===== src/rtl/uart_pkg.sv =====
// Shared UART definitions: FSM state encoding, parity modes, parity helper.
package uart_pkg;

  // Frame sequencer states, common to the transmitter and the future receiver
  typedef enum logic [2:0] {
    ST_IDLE   = 3'd0,
    ST_START  = 3'd1,
    ST_DATA   = 3'd2,
    ST_PARITY = 3'd3,
    ST_STOP   = 3'd4
  } uart_state_e;

  localparam int unsigned UART_STATE_W = 3;

  // Parity modes
  localparam int PAR_NONE = 0;
  localparam int PAR_EVEN = 1;
  localparam int PAR_ODD  = 2;

  // Widest legal payload; callers zero-extend into this width
  localparam int unsigned UART_MAX_DATA = 9;

  // Parity bit for a zero-extended payload; zero padding leaves the XOR unchanged
  function automatic logic uart_parity(input logic [UART_MAX_DATA-1:0] data,
                                       input int mode);
    logic p;
    p = ^data;
    return (mode == PAR_ODD) ? ~p : p;
  endfunction

endpackage


===== src/rtl/uart_bit_timer.sv =====
// Bit-period timer: counts oversample ticks and flags the last tick of a bit.
module uart_bit_timer #(
  parameter int OVERSAMPLE = 16
) (
  input  logic clk,
  input  logic reset_n,
  input  logic clear,
  input  logic s_tick,
  output logic bit_end
);

  localparam int CW = $clog2(OVERSAMPLE);
  localparam logic [CW-1:0] LAST = CW'(OVERSAMPLE - 1);

  logic [CW-1:0] cnt_q, cnt_d;

  // Next count: clear wins over a coincident tick; terminal tick wraps to 0
  always_comb begin
    cnt_d   = cnt_q;
    bit_end = 1'b0;
    if (clear) begin
      cnt_d = '0;
    end else if (s_tick) begin
      if (cnt_q == LAST) begin
        cnt_d   = '0;
        bit_end = 1'b1;
      end else begin
        cnt_d = cnt_q + CW'(1);
      end
    end
  end

  // Tick counter register
  always_ff @(posedge clk) begin
    if (!reset_n) cnt_q <= '0;
    else          cnt_q <= cnt_d;
  end

endmodule


===== src/rtl/uart_tx_core.sv =====
// UART transmitter: start, DATA_BITS LSB-first, optional parity, 1/2 stop bits.
// Legal ranges: DATA_BITS 5..9, PARITY 0..2, STOP_BITS 1..2, OVERSAMPLE >= 2.
module uart_tx_core
  import uart_pkg::*;
#(
  parameter int DATA_BITS  = 8,
  parameter int PARITY     = 0,
  parameter int STOP_BITS  = 1,
  parameter int OVERSAMPLE = 16
) (
  input  logic                 clk,
  input  logic                 reset_n,
  input  logic                 wr,
  input  logic [DATA_BITS-1:0] din,
  input  logic                 s_tick,
  output logic                 tx,
  output logic                 busy,
  output logic                 tx_done
);

  localparam int BW = $clog2(DATA_BITS);
  localparam logic [BW-1:0] LAST_BIT  = BW'(DATA_BITS - 1);
  localparam logic          LAST_STOP = 1'(STOP_BITS - 1);
  localparam bit            HAS_PAR   = (PARITY != PAR_NONE);

  uart_state_e          state_q, state_d;
  logic [DATA_BITS-1:0] shreg_q, shreg_d, shreg_shr;
  logic [BW-1:0]        bit_cnt_q, bit_cnt_d;
  logic                 stop_cnt_q, stop_cnt_d;
  logic                 par_q, par_d, par_in;
  logic                 tx_q, tx_d;
  logic                 done_q, done_d;
  logic                 bit_end;

  // Timer is held clear while idle, so a tick on the accepting cycle is dropped
  uart_bit_timer #(.OVERSAMPLE(OVERSAMPLE)) u_bit_timer (
    .clk     (clk),
    .reset_n (reset_n),
    .clear   (state_q == ST_IDLE),
    .s_tick  (s_tick),
    .bit_end (bit_end)
  );

  assign shreg_shr = shreg_q >> 1;
  assign par_in    = uart_parity(UART_MAX_DATA'(din), PARITY);

  // Next-state logic; tx_d is the line level for the state being entered
  always_comb begin
    state_d    = state_q;
    shreg_d    = shreg_q;
    bit_cnt_d  = bit_cnt_q;
    stop_cnt_d = stop_cnt_q;
    par_d      = par_q;
    tx_d       = tx_q;
    done_d     = 1'b0;
    case (state_q)
      ST_IDLE: begin
        tx_d = 1'b1;
        if (wr) begin
          shreg_d    = din;
          par_d      = par_in;
          bit_cnt_d  = '0;
          stop_cnt_d = 1'b0;
          state_d    = ST_START;
          tx_d       = 1'b0;
        end
      end
      ST_START: begin
        if (bit_end) begin
          state_d = ST_DATA;
          tx_d    = shreg_q[0];
        end
      end
      ST_DATA: begin
        if (bit_end) begin
          shreg_d = shreg_shr;
          if (bit_cnt_q == LAST_BIT) begin
            state_d = HAS_PAR ? ST_PARITY : ST_STOP;
            tx_d    = HAS_PAR ? par_q : 1'b1;
          end else begin
            bit_cnt_d = bit_cnt_q + BW'(1);
            tx_d      = shreg_shr[0];
          end
        end
      end
      ST_PARITY: begin
        if (bit_end) begin
          state_d = ST_STOP;
          tx_d    = 1'b1;
        end
      end
      ST_STOP: begin
        tx_d = 1'b1;
        if (bit_end) begin
          if (stop_cnt_q == LAST_STOP) begin
            state_d = ST_IDLE;
            done_d  = 1'b1;
          end else begin
            stop_cnt_d = 1'b1;
          end
        end
      end
      default: begin
        state_d = ST_IDLE;
        tx_d    = 1'b1;
      end
    endcase
  end

  // FSM, datapath and registered outputs; reset abandons any frame in flight
  always_ff @(posedge clk) begin
    if (!reset_n) begin
      state_q    <= ST_IDLE;
      shreg_q    <= '0;
      bit_cnt_q  <= '0;
      stop_cnt_q <= 1'b0;
      par_q      <= 1'b0;
      tx_q       <= 1'b1;
      done_q     <= 1'b0;
    end else begin
      state_q    <= state_d;
      shreg_q    <= shreg_d;
      bit_cnt_q  <= bit_cnt_d;
      stop_cnt_q <= stop_cnt_d;
      par_q      <= par_d;
      tx_q       <= tx_d;
      done_q     <= done_d;
    end
  end

  assign tx      = tx_q;
  assign busy    = (state_q != ST_IDLE);
  assign tx_done = done_q;

endmodule

===== config.mk =====
export PLATFORM = sky130hd
export DESIGN_NAME = uart_tx_core
export DESIGN_NICKNAME = d
export VERILOG_FILES = /design/src/rtl/uart_pkg.sv /design/src/rtl/uart_bit_timer.sv /design/src/rtl/uart_tx_core.sv
export SDC_FILE = /design/constraint.sdc
export NUM_CORES = 1
export LEC_CHECK = 0
export BUFFER_PORTS_ARGS = -buffer_cell sky130_fd_sc_hd__buf_2
export CORE_ASPECT_RATIO = 0.8
export CORE_MARGIN = 3
export CORE_UTILIZATION = 49
export CTS_CLUSTER_DIAMETER = 60
export DETAILED_ROUTE_END_ITERATION = 16
export GPL_TIMING_DRIVEN = 0
export PLACE_DENSITY = 0.81
export SLEW_MARGIN = 5
export SYNTH_ARGS = -nofsm -noshare
export SYNTH_HDL_FRONTEND = slang
export SYNTH_SLANG_ARGS = --single-unit

===== constraint.sdc =====
create_clock -name clk -period 1.45 [get_ports clk]
set_input_delay 0.3625 -clock clk [delete_from_list [all_inputs] [get_ports clk]]
set_output_delay 0.3625 -clock clk [all_outputs]
set_load 0.1 [all_outputs]

Yosys cells after proc, flatten, opt, wreduce, memory -nomap -nowiden
Cells that the tools add are included.
- reduce and logical (&&, ||, !) cells: 11
- mux-type cells: 30
- bitwise logic cells: 1
- equality and inequality tests: 14
- $add $sub $neg: 2
- operator list (kind ; number):
    $mux W3 ; 10
    $mux W8 ; 2
    $ne A2 B2 Y1 const B ; 8
    $pmux W8 S2 ; 1
    $pmux W3 S5 ; 1
    $mux W1 ; 12
    $reduce_and A3 Y1 ; 4
    $reduce_and A7 Y1 ; 1
    $eq A3 B2 Y1 const B ; 2
    $eq A3 B3 Y1 const B ; 2
    $pmux W3 S2 ; 1
    $add A4 B1 Y4 const B ; 1
    $eq A4 B4 Y1 const B ; 1
    $mux W4 ; 1
    $pmux W1 S4 ; 1
    $reduce_and A4 Y1 ; 1
    $reduce_bool A2 Y1 ; 2
    $add A3 B1 Y3 const B ; 1
    $eq A3 B1 Y1 const B ; 1
    $logic_not A3 Y1 ; 1
    $reduce_bool A3 Y1 ; 1
    $pmux W1 S2 ; 1
    $reduce_or A2 Y1 ; 1
    $not A1 Y1 ; 1
- bits of input ports: 12
- bits in registers: 21

Longest topological paths before layout
- depth in word-level cells: 6
- gate-level depth with buffers: 6

Cells and area by module
A second synthesis with hierarchy kept.
- cells, all modules: 111
- area total of the unflattened synthesis: 1026.0 sq um
- by module, submodules not included (module ; cells each ; area an instance (sq um) ; times used):
    uart_tx_core ; 88 ; 833.3 ; 1
    uart_bit_timer ; 23 ; 192.7 ; 1

Least setup slack after synthesis
Ideal clock, no wire load.
- path type: register -> register
- from: reg state_q[2]
- to: reg u_bit_timer.cnt_q[0]
- path buffers: 1
- slack: -0.290 ns
- stages on the path, launching flop included: 5
- arrival: 1.661 ns
- required time: 1.371 ns
- cell sequence: dfxtp_1 buf_2 or3_1 nand2_1 nor3_1
- longest elaborated chain between the ends: 2
- RTL lines (element ; RTL line ; RTL):
    start, declared ; uart_tx_core.sv:26 ; uart_state_e state_q, state_d;
    start signal, assigned ; uart_tx_core.sv:121 ; state_q <= state_d;
    $logic_not A3 Y1 ; uart_tx_core.sv:39 ; .clear (state_q == ST_IDLE),
    $reduce_or A2 Y1 (no line) ; n/a ;
    end signal, assigned ; uart_bit_timer.sv:36 ; else cnt_q <= cnt_d;
    end, declared ; uart_bit_timer.sv:15 ; logic [CW-1:0] cnt_q, cnt_d;
No other way between the ends.
A chain may end at the register's enable or synchronous reset.

Worst setup path in the final report
- from: reg state_q[2]
- to: out busy
- longest elaborated chain between the ends: 1
- RTL lines (element ; RTL line ; RTL):
    $reduce_bool A3 Y1 ; uart_tx_core.sv:132 ; assign busy = (state_q != ST_IDLE);
    end, declared ; uart_tx_core.sv:17 ; output logic busy,
No other way between the ends.

==> results.toml <==
[status]
status = "complete, but fails checks"
violations = "negative setup slack"

[clocking]
numCtsBuffers = 3
cts_num_sinks = 20
cts_tree = "done"
path_clk_slew_ns = 0.11
cts_root_buffer = "clkbuf_4"
clockBufferDepth = 2
cts_hold_buffers = 0
cts_max_level = 1
clk_latency_ns = 0.31

[critical_path]
reg2reg_slack_ns = -0.07
required_ns = 1.09
crit_chain = "buf_6 > or3_4 > buf_12"
crit_slowest_cell = "or3_4"
endpoint_kind = "output port"
critPathKind = "register to output port"
crit_start = "state_q[2]"
cp-start-kind = "register"
cpPeakStageDelay_ns = 0.35
arrival_ns = 1.31
reg2reg_from = "u_bit_timer.cnt_q[1]"
path_max_fanout = 5

[floorplanning]
ios = 15
coreArea_mm2 = 0.001944
rows = 14
initial_core_util_pct = 53.54
dieHeight_um = 47.23
die_w_um = 57.53
die_area_mm2 = 0.002717

[placed_design]
placed_area_mm2 = 0.001142
hpwl_mm = 1.689
dpl_worst_slack_ns = -0.2355
io_buffers = 13
gp_congestion = 0.8143

[pwr]
max-vdd-ir-drop_v = 0.0005831
p_leak_nw = 0.5380
power_w = 0.001080
power_density_mw_per_mm2 = 758.8

[cells_and_area]
final_area_mm2 = 0.001424
num_antenna_cells = 0
final_nets = 161
nFillCells = 130
final_layout_size_suffix_gt1_share_pct = 49.31
syn_to_final_growth_pct = 36.78
postLayoutCoreUtil_pct = 73.23

[route]
vias = 1080
wl_mm = 3.074
drc = 0
viasPerCell = 6.429
wl_per_cell_um = 18.30
drt_first_pass_iters = 4
dr.first_iter.drc_count = 38
met1Wirelength_mm = 1.210
antenna_left = 0
met2_length_mm = 1.517
dr_wl_met3_um = 255
top_layer = "met4"

[timing]
finalSetupViolCount = 3
period_needed_ns = 1.676
fmaxAchievable_mhz = 596.5
rsz0062_at_grt = "true"
hold_viol = 0
setup_ws_ns = -0.2264
fin_crit_sh_pct = 115.6
drv_slew = 0
relSlewSlack_pct = 57.78
worst_pin_slew_ns = 0.6333
clock_skew_ns = 0.003243

[global_routing]
grtUsageTotal_pct = 22.08
grt_pass1_vias = 976
grt.overflow.total = 0
grt_max_degree = 11
grt_pass1_wl_mm = 4.485
grt_antenna_before_repair = 0

[synth]
syn-instance-count = 116
synth_nets = 131
yosysWarningCount = 0
synth-seq-cells = 20
ys_types = 32
syn_area_mm2 = 0.001041
avgSynthCellArea_um2 = 8.974
seq_area_frac_synth_pct = 38.46

[worst_hold_path]
hold_path.class = "primary input to register"
worstHoldStart = "din[7]"

[flow_run]
cap_viol_max_count = 0
## cell type report
cell class | count | area (µm²) | share of cell area, %
plain buffers | 6 | 56.30 | 3.954
clock buffers | 3 | 22.52 | 1.582
inverters | 5 | 18.77 | 1.318
multi-input cells | 82 | 689.4 | 48.42
flip-flops and latches | 20 | 411.6 | 28.91
well taps | 24 | 30.03 | 2.109
repair buffers | 28 | 195.2 | 13.71
## sequential cells by signal, indices dropped and copies added, names as in the netlist
register,flops
shreg_q,8
u_bit_timer.cnt_q,4
bit_cnt_q,3
state_q,3
tx,1
tx_done,1
## synthesized netlist by cell type, drive strengths merged
| library cell | n | area, µm² |
|---|---|---|
| xor2 | 1 | 8.760 |
| mux2i | 3 | 30.03 |
| nand2b | 1 | 6.260 |
| o21ai | 3 | 15.01 |
| or3b | 1 | 8.760 |
| a2111oi | 1 | 8.760 |
| buf | 6 | 36.28 |
| and4 | 1 | 8.760 |
| clkbuf | 3 | 11.26 |
| a21oi | 5 | 25.02 |
| nor4 | 2 | 12.51 |
| nor3 | 2 | 10.01 |
| a31o | 1 | 8.760 |
| dfxtp | 20 | 400.4 |
| a211o | 1 | 8.760 |
| nand2 | 21 | 78.83 |
| o31a | 1 | 8.760 |
| or3 | 3 | 18.77 |
| a311oi | 7 | 105.1 |
| a31oi | 2 | 12.51 |
| nor4b | 1 | 15.01 |
| o311ai | 1 | 8.760 |
| ha | 3 | 37.54 |
| a211oi | 7 | 52.55 |
| inv | 5 | 18.77 |
| nand3 | 4 | 20.02 |
| nand4 | 1 | 6.260 |
| nor2 | 6 | 22.52 |
| nor3b | 1 | 18.77 |
| xnor2 | 1 | 8.760 |
| a21o | 1 | 8.760 |
## worst max-delay path, delay by kind of cell, from the launching register on
kind,cells,cell delay (ns)
DFF,1,0.34
and+or+nand+nor,1,0.35
buffers and inverters,2,0.31
## worst paths after layout
kind                                      to  depth (start not counted)
worst max-delay path                    busy                          3
worst min register to register  bit_cnt_q[1]                          2
worst max register to register            tx                          4
worst min-delay path              shreg_q[7]                          3
## metrics by stage
step                      hold slack, ns  setup TNS (ns)  std cells
after detailed placement          0.4684          -2.316        153
after CTS                         0.2972         -0.3208        164
after floorplan                   0.4418         -0.1297        116
after global placement            0.4530          -1.510        153
final                             0.2939         -0.3383        168
after global routing              0.2974         -0.4626        168
## cell families after synthesis
logic type	count (synthesis)	synth area share (%)
AOI/OAI and AO/OA	30	25.24
xor gates and xnor gates	2	1.683
adders and majority gates	3	3.606
buffers and inverters	14	6.370
DFF	20	38.46
muxes	3	2.885
and+or+nand+nor	44	21.76
## placed cells by master (no fill, tap or decap), types with 2 or more instances in the layout
cell,count
nor2_1,6
nand3_1,4
mux2i_1,3
a311oi_2,7
or3_4,2
buf_6,3
inv_1,5
dfxtp_1,13
buf_2,11
nand2_1,21
a21oi_1,4
buf_4,15
clkbuf_4,4
a211oi_2,7
o21ai_0,3
nor3_1,2
dfxtp_2,6
clkbuf_1,2
ha_4,2
## timing repair
action,CTS,global route
cloned,1,0
pin swaps,7,5
endpoints found under the setup margin,17,16
buffers inserted,9,5
gates resized for setup,32,13
## layer usage
layer,vias to the layer above,track usage [%]
li1,485,-
met3,10,6.044
met2,61,39.41
met4,0,6.481
met1,524,26.55
met5,-,0
## where the power goes
part | internal (W) | switching (W)
Sequential | 0.000574 | 0.0000295
Clock | 0.0000974 | 0.000175
Combinational | 0.0000904 | 0.000114
Total | 0.000762 | 0.000319
No activity file was read; power rests on OpenSTA's default activity.
